--- src/rtl/cbsc_pkg.sv ---
// Shared CBSC definitions: binary word widths, saturation limit and the decoder state encoding.
package cbsc_pkg;
  localparam int BN_W  = 7;
  localparam int CNT_W = BN_W + 1;
  localparam logic [BN_W-1:0] SAT_MAX = 7'd127;

  typedef enum logic [1:0] {IDLE, COUNT, DONE} state_t;
endpackage

--- src/rtl/cbsc_sn_decoder_ones_counter.sv ---
// Counts ones on a serial stochastic bitstream; clr has priority over en.
module sn_ones_counter
  import cbsc_pkg::*;
(
  input  logic             clk,
  input  logic             clr,
  input  logic             en,
  input  logic             sn_in,
  output logic [CNT_W-1:0] cnt
);

  always_ff @(posedge clk) begin
    if (clr) begin
      cnt <= '0;
    end else if (en) begin
      cnt <= cnt + CNT_W'(sn_in);
    end
  end

endmodule

--- src/rtl/cbsc_sn_decoder.sv ---
// Stochastic-to-binary decoder: counts ones over a programmable frame, adds a bias and saturates to 7 bits.
module cbsc_sn_decoder
  import cbsc_pkg::*;
(
  input  logic            clk,
  input  logic            rst,
  input  logic            start,
  input  logic [BN_W-1:0] len,
  input  logic [BN_W-1:0] bias,
  input  logic            sn_in,
  output logic            busy,
  output logic            valid,
  output logic [BN_W-1:0] Q,
  output logic            ovf
);

  // Returns {overflow, saturated result}; the sum never exceeds 128+127, so CNT_W bits suffice.
  function automatic logic [BN_W:0] sat_add(input logic [CNT_W-1:0] c,
                                            input logic [BN_W-1:0]  b);
    logic [CNT_W-1:0] sum;
    sum = c + CNT_W'(b);
    if (sum > CNT_W'(SAT_MAX)) return {1'b1, SAT_MAX};
    else                       return {1'b0, sum[BN_W-1:0]};
  endfunction

  state_t           state_q;
  logic [CNT_W-1:0] rem_q;
  logic [BN_W-1:0]  bias_q;
  logic [BN_W-1:0]  q_q;
  logic             busy_q, valid_q, ovf_q;
  logic [CNT_W-1:0] cnt;
  logic             cnt_clr, cnt_en;
  logic [BN_W:0]    res_d;

  assign cnt_clr = rst || (state_q == IDLE && start);
  assign cnt_en  = (state_q == COUNT);
  assign res_d   = sat_add(cnt, bias_q);

  sn_ones_counter u_cnt (
    .clk   (clk),
    .clr   (cnt_clr),
    .en    (cnt_en),
    .sn_in (sn_in),
    .cnt   (cnt)
  );

  always_ff @(posedge clk) begin
    if (rst) begin
      state_q <= IDLE;
      rem_q   <= '0;
      bias_q  <= '0;
      busy_q  <= 1'b0;
      valid_q <= 1'b0;
      q_q     <= '0;
      ovf_q   <= 1'b0;
    end else begin
      case (state_q)
        IDLE: begin
          valid_q <= 1'b0;
          if (start) begin
            // A zero length field encodes the full 128-sample frame.
            rem_q   <= (len == '0) ? CNT_W'(128) : CNT_W'(len);
            bias_q  <= bias;
            busy_q  <= 1'b1;
            state_q <= COUNT;
          end
        end
        COUNT: begin
          valid_q <= 1'b0;
          rem_q   <= rem_q - 1'b1;
          if (rem_q == CNT_W'(1)) state_q <= DONE;
        end
        DONE: begin
          q_q     <= res_d[BN_W-1:0];
          ovf_q   <= res_d[BN_W];
          valid_q <= 1'b1;
          busy_q  <= 1'b0;
          state_q <= IDLE;
        end
        default: state_q <= IDLE;
      endcase
    end
  end

  assign busy  = busy_q;
  assign valid = valid_q;
  assign Q     = q_q;
  assign ovf   = ovf_q;

endmodule

--- config.mk ---
export PLATFORM = sky130hd
export DESIGN_NAME = cbsc_sn_decoder
export DESIGN_NICKNAME = d
export VERILOG_FILES = /design/src/rtl/cbsc_pkg.sv /design/src/rtl/cbsc_sn_decoder_ones_counter.sv /design/src/rtl/cbsc_sn_decoder.sv
export SDC_FILE = /design/constraint.sdc
export NUM_CORES = 1
export LEC_CHECK = 0
export CORE_MARGIN = 4
export CORE_UTILIZATION = 57
export DETAILED_ROUTE_END_ITERATION = 10
export PLACE_DENSITY_LB_ADDON = 0.05
export SYNTH_ARGS = -nofsm -noshare
export SYNTH_HDL_FRONTEND = slang
export SYNTH_SLANG_ARGS = --single-unit
--- constraint.sdc ---
create_clock -name clk -period 3.95 [get_ports clk]
set_input_delay 1.185 -clock clk [delete_from_list [all_inputs] [get_ports clk]]
set_output_delay 1.185 -clock clk [all_outputs]
set_load 0.02 [all_outputs]
==> flow_summary.json, run 1 <==
{
  "status": "completed",
  "hold_class": "reg -> reg",
  "route.met2.wl_um": 1690,
  "start_kind": "flip-flop",
  "cts_buffers": 5,
  "r2r-start": "u_cnt.cnt[0]",
  "crit_fanout": 2,
  "wl_met1_um": 1820,
  "min_period_over_period_pct": 62.7,
  "syn_inst": 215,
  "path_class": "reg -> out",
  "dieHeight_um": 65.0,
  "synth_edf_count": 0,
  "fin_setup_tns_ps": 0,
  "antenna_cells": 0,
  "postCtsHoldBufs": 0,
  "synth_top_cell_area_share_pct": 37.9,
  "fill_cells": 269,
  "rows": 20,
  "clkLatencyLatePin_ps": 340,
  "slowest_stage": "clkdlybuf4s50_1",
  "cts_num_sinks": 35,
  "postSynthAreaPerCell_um2": 8.61,
  "worstPathRequired_ps": 2760,
  "grt_pass1_vias": 1486,
  "worstPathArrival_ps": 1290,
  "die_x_um": 65.0,
  "synthFlopType": "dfxtp_1",
  "drt_iter0_markers": 70,
  "grt_use_total_pct": 21.0,
  "fmax_mhz": 404,
  "synthArstFlopShare_pct": 0,
  "dpl-instance-area_um2": 2100,
  "synth_nets": 245,
  "peakVddDrop_mv": 0.305,
  "grt.overflow.total": 0,
  "slew_headroom_pct": 67.3,
  "post-cts-setup-buffers": 0,
  "via_per_inst": 5.63,
  "drive_above_1_share_pct": 7.50,
  "antenna_left": 0,
  "cts_resized": 0,
  "r2r_cells": 7,
  "wl_per_cell_um": 13.5,
  "topRoutingLayerUsed": "met4",
  "syn_area_um2": 1850,
  "vias": 1600,
  "worst_r2r_endpoint": "Q[6]",
  "power-per-cell-area_nw_per_um2": 340,
  "synth-seq-area-share_pct": 37.9,
  "fin_crit_ps": 2480,
  "setup_viol": 0,
  "crit_path_max_incr_delay_ps": 600,
  "totalWireLength_um": 3820,
  "clk_path_buf_depth": 2,
  "grt_pass1_wl_um": 6800,
  "worst-slew-pin-transition_ps": 486,
  "die_area_um2": 4220,
  "initial_core_util_pct": 60.1,
  "final_cell_area_um2": 2170,
  "slew_viol_final": 0,
  "cp_num_buf_inv": 1,
  "fin_util_pct": 70.4,
  "fp.coreArea_um2": 3080,
  "io_buffers": 27,
  "finalHoldViolations": 0,
  "whs_ps": 464,
  "crit_start": "Q[5]",
  "path_delay_family": "buffers and inverters",
  "firstDrtPassIters": 4,
  "yosys-top-cells-area": "dfxtp_1 (38%), ha_1 (7.4%), nand2_1 (5.9%)",
  "ios": 28,
  "dr_wl_met3_um": 224,
  "drc": 0,
  "max_cap_violations": 0,
  "crit_cells": 1,
  "synth_cell_types": 48,
  "end_kind": "output pin",
  "yosysWarnings": 0,
  "rsz0062_at_grt": "no",
  "r2r_setup_slack_ps": 1940,
  "post-dp-hpwl_um": 2970,
  "gp_congestion": 0.879,
  "cp-endpoint": "Q[5]",
  "h-tree-depth": 2,
  "synthToLayoutAreaGrowth_pct": 17.1,
  "skew_ps": 11.3,
  "synth_top_area_cell": "dfxtp_1",
  "cts_tree": "done",
  "grt_max_degree": 19,
  "path_cells": "clkdlybuf4s50_1",
  "p_leak_uw": 0.000833,
  "instances_no_fill": 284,
  "clockRootBuffer": "clkbuf_4",
  "final_net_count": 269,
  "ys_ff_latch": 35,
  "dp.cells": 276,
  "clk_pin_slew_ps": 100,
  "antenna_found_initial": 0
}
==> cell usage after synthesis, types with 2 or more instances <==
master	count
buf_2	2
xor2_1	9
nand2b_1	2
nor3_1	4
a211oi_1	7
buf_6	5
dfxtp_1	35
nor4_1	2
nor2_1	26
a31oi_1	2
a22oi_1	2
nand2_1	29
o22ai_1	3
o21ai_0	5
nor3b_1	2
nand4_1	3
nand3_1	7
clkbuf_1	2
a21o_1	3
a311oi_1	5
inv_1	3
a21oi_1	19
ha_1	11
xnor2_1	3
==> registers in the layout, indices dropped and copies added (netlist names) <==
name	count
rem_q	8
u_cnt.cnt	8
busy	1
bias_q	7
valid	1
state_q	2
Q	7
ovf	1
==> cells in the final DEF (no fill, tap or decap), types with 2 or more instances in the layout <==
master / instances
nor3_1: 4
nand2b_1: 2
nand2_1: 29
a31oi_1: 2
xor2_1: 9
a21oi_1: 19
clkdlybuf4s50_1: 27
nor3b_1: 2
nand3_1: 7
inv_1: 3
o21ai_0: 5
a311oi_1: 5
a211oi_1: 7
clkbuf_8: 2
o22ai_1: 3
nor4_1: 2
ha_1: 11
xnor2_1: 3
nor2_1: 26
a21o_1: 3
nand4_1: 3
clkbuf_4: 5
a22oi_1: 2
dfxtp_1: 35
==> worst min-delay path by stage <==
stage                          from   endpoint  slack [ps]  cells past startpoint
final                          busy       busy         460                      2
after global routing      bias_q[6]  bias_q[6]         500                      2
after CTS                      busy       busy         470                      2
after detailed placement       busy       busy         450                      2
after global placement          ovf        ovf         450                      2
after floorplan           bias_q[0]  bias_q[0]         440                      2
==> metal layers <==
| metal | vias up | global-route usage (%) |
|---|---|---|
| met4 | 0 | 11.1 |
| met5 | - | 0 |
| met2 | 45 | 33.6 |
| li1 | 818 | - |
| met3 | 10 | 4.68 |
| met1 | 727 | 26.2 |
==> cell families (layout without fill, tap and decap cells) <==
| kind of cell | Yosys count | in the layout | share of synthesized area [%] |
|---|---|---|---|
| XOR/XNOR | 12 | 12 | 5.68 |
| adder cells (fa/ha/maj) | 12 | 12 | 8.52 |
| flip-flops | 35 | 35 | 37.9 |
| buffers and inverters | 14 | 39 | 5.21 |
| AO/OA/AOI/OAI | 53 | 53 | 19.0 |
| AND/OR/NAND/NOR | 89 | 89 | 23.7 |
==> stage by stage <==
stage	total power [uW]	setup WS (ps)
after floorplan	490	1940
after global placement	518	1180
after detailed placement	523	1130
after CTS	740	1440
after global routing	777	1320
final	737	1470
==> final cells by class <==
cell class                 count  area (um2)  area share (%)
multi-input combinational    166        1050            48.6
clock buffer                   8        68.8            3.18
timing repair buffer          28         278            12.8
inverter                       3        11.3           0.520
tap                           44        55.1            2.54
sequential                    35         701            32.3
==> power by group <==
| part | total, uW | internal, uW | switching, uW | leakage, uW |
|---|---|---|---|---|
| combinational | 128 | 57.5 | 70.5 | 0.000509 |
| sequential | 388 | 371 | 17.5 | 0.000286 |
| clock | 221 | 105 | 116 | 0.0000386 |
Note: power is estimated with default switching activity, not from simulation.
==> inputs of run 2 (changes only) <==
--- a/config.mk
+++ b/config.mk
@@ -6,7 +6,7 @@
 export NUM_CORES = 1
 export LEC_CHECK = 0
 export CORE_MARGIN = 4
-export CORE_UTILIZATION = 57
+export CORE_UTILIZATION = 53
 export DETAILED_ROUTE_END_ITERATION = 10
 export PLACE_DENSITY_LB_ADDON = 0.05
 export SYNTH_ARGS = -nofsm -noshare
==> constraint.sdc (replaced) <==
create_clock -name clk -period 2.3 [get_ports clk]
set_input_delay 0.69 -clock clk [delete_from_list [all_inputs] [get_ports clk]]
set_output_delay 0.69 -clock clk [all_outputs]
set_load 0.02 [all_outputs]
==> run 2 against run 1 <==
Compared with the run above:
- sequential power up 72%
- critical path depth up 6
- sequential share of layout area down 0.30 points
- cell area up 0.92%
- clock skew up 4.2 ps
- wire length up 6.8%
- power up 68%
- clock power up 53%
- non-clock buffer count up 4
- combinational power up 80%
- flip-flop and latch count unchanged
- critical path type is now reg -> reg
==> flow_summary.json, run 2 (synthesis gave the netlist of run 1 again) <==
{
  "post-dp-hpwl_um": 3200,
  "worstPathArrival_ps": 2290,
  "postCtsHoldBufs": 0,
  "worst-slew-pin-transition_ps": 435,
  "antenna_found_initial": 0,
  "h-tree-depth": 2,
  "drive_above_1_share_pct": 9.05,
  "reg_top3": "rem_q (8), u_cnt.cnt (8)",
  "hold_class": "reg -> reg",
  "drt_iter0_markers": 102,
  "drc": 0,
  "grt_pass1_vias": 1508,
  "p_total_uw": 1240,
  "grt_max_degree": 18,
  "die_x_um": 67.1,
  "end_kind": "flip-flop",
  "crit_start": "bias_q[0]",
  "power-per-cell-area_nw_per_um2": 566,
  "final_common_cell": "dfxtp_1",
  "totalWireLength_um": 4080,
  "rows": 21,
  "setup_ws_ps": 269,
  "grt.overflow.total": 0,
  "setup_viol": 0,
  "io_buffers": 27,
  "dieHeight_um": 67.1,
  "fmax_mhz": 492,
  "use_met2_pct": 33.7,
  "slew_viol_final": 0,
  "dp.cells": 282,
  "fill_cells": 315,
  "ios": 28,
  "clkLatencyLatePin_ps": 330,
  "busiest_layer": "met2",
  "r2r_setup_slack_ps": 270,
  "cts_buffers": 5,
  "antenna_left": 0,
  "clk_pin_slew_ps": 110,
  "synthToLayoutAreaGrowth_pct": 18.2,
  "r2r-start": "bias_q[0]",
  "peakVddDrop_mv": 0.402,
  "skew_ps": 15.5,
  "antenna_cells": 0,
  "post-cts-setup-buffers": 0,
  "finalHoldViolations": 0,
  "fin_crit_ps": 2030,
  "fin_setup_tns_ps": 0,
  "dpl-instance-area_um2": 2130,
  "firstDrtPassIters": 4,
  "p_leak_uw": 0.000848,
  "worst_r2r_endpoint": "Q[6]",
  "use_met1_pct": 25.4,
  "grt_use_total_pct": 20.5,
  "clockRootBuffer": "clkbuf_4",
  "cts_resized": 0,
  "crit_fanout": 3,
  "clk_path_buf_depth": 2,
  "cts_num_sinks": 35,
  "r2r_cells": 7,
  "worstPathRequired_ps": 2560,
  "grt_util_met3_pct": 6.24,
  "rsz0062_at_grt": "no",
  "via_per_inst": 5.64,
  "status": "completed",
  "min_period_over_period_pct": 88.3,
  "final_cell_area_um2": 2190,
  "die_area_um2": 4500,
  "final_net_count": 273,
  "vias": 1629,
  "final_cell_mix": "dfxtp_1 (35), nand2_1 (29), clkdlybuf4s50_1 (27)",
  "gp_congestion": 0.920,
  "initial_core_util_pct": 55.0,
  "cts_tree": "done",
  "cp-endpoint": "Q[6]",
  "grt_pass1_wl_um": 6910,
  "path_class": "reg -> reg",
  "instances_no_fill": 289,
  "fp.coreArea_um2": 3360,
  "start_kind": "flip-flop",
  "wl_per_cell_um": 14.1,
  "dpl_worst_slack_ps": 156,
  "slew_headroom_pct": 70.7,
  "max_cap_violations": 0
}
==> run 2: cell count changes in the layout (fill, tap and decap cells not counted) <==
cell,previous run,this run
buf_4,1,5
clkbuf_1,1,0
clkinv_2,0,1
clkbuf_8,2,1
==> run 2: worst min-delay path by stage <==
stage / startpoint / to / depth (start not counted)
after detailed placement: ovf / ovf / 2
after global placement: busy / busy / 2
after global routing: bias_q[2] / bias_q[2] / 2
after floorplan: bias_q[0] / bias_q[0] / 2
final: bias_q[3] / bias_q[3] / 2
after CTS: ovf / ovf / 2
==> run 2: routing by layer <==
layer / vias up / wire length (um)
met5: - / 0
met4: 0 / 45
met3: 6 / 332
met2: 65 / 1890
met1: 740 / 1810
li1: 818 / -
==> run 2: cell type report <==
class | count | area (um2) | area share, %
multi-input cells | 166 | 1050 | 48.2
flip-flops and latches | 35 | 701 | 32.0
repair buffers | 32 | 308 | 14.1
well taps | 46 | 57.6 | 2.63
clock buffers | 6 | 51.3 | 2.35
inverters | 3 | 11.3 | 0.515
clock inverters | 1 | 5.00 | 0.229
==> run 2: critical path, stage by stage, from the launching register on <==
cell and delay (ps):
dfxtp_1 330, ha_1 240, fa_1 440, a211oi_1 300, o21bai_1 120, a21oi_1 180
xor2_1 90, a311oi_1 240
==> run 2: report_power, final <==
part           leakage (uW)  internal (uW)  total (uW)  switching, uW
clock network     0.0000341            142         339            198
logic              0.000528            107         231            124
registers          0.000286            637         667           29.5
total              0.000848            885        1240            351
==> run 2: through the flow <==
step                hold WS [ps]  utilization [%]
floorplan                    441                -
global placement             443             63.4
detailed placement           450             63.4
CTS                          465             65.0
global route                 482             65.0
finish                       463             65.0
==> inputs of run 3 (changes only) <==
--- a/config.mk
+++ b/config.mk
@@ -8,6 +8,7 @@
 export CORE_MARGIN = 4
 export CORE_UTILIZATION = 53
 export DETAILED_ROUTE_END_ITERATION = 10
+export GPL_TIMING_DRIVEN = 1
 export PLACE_DENSITY_LB_ADDON = 0.05
 export SYNTH_ARGS = -nofsm -noshare
 export SYNTH_HDL_FRONTEND = slang
==> results of run 3 <==
No change in the layout: final DEF, timing and power equal those of run 2.
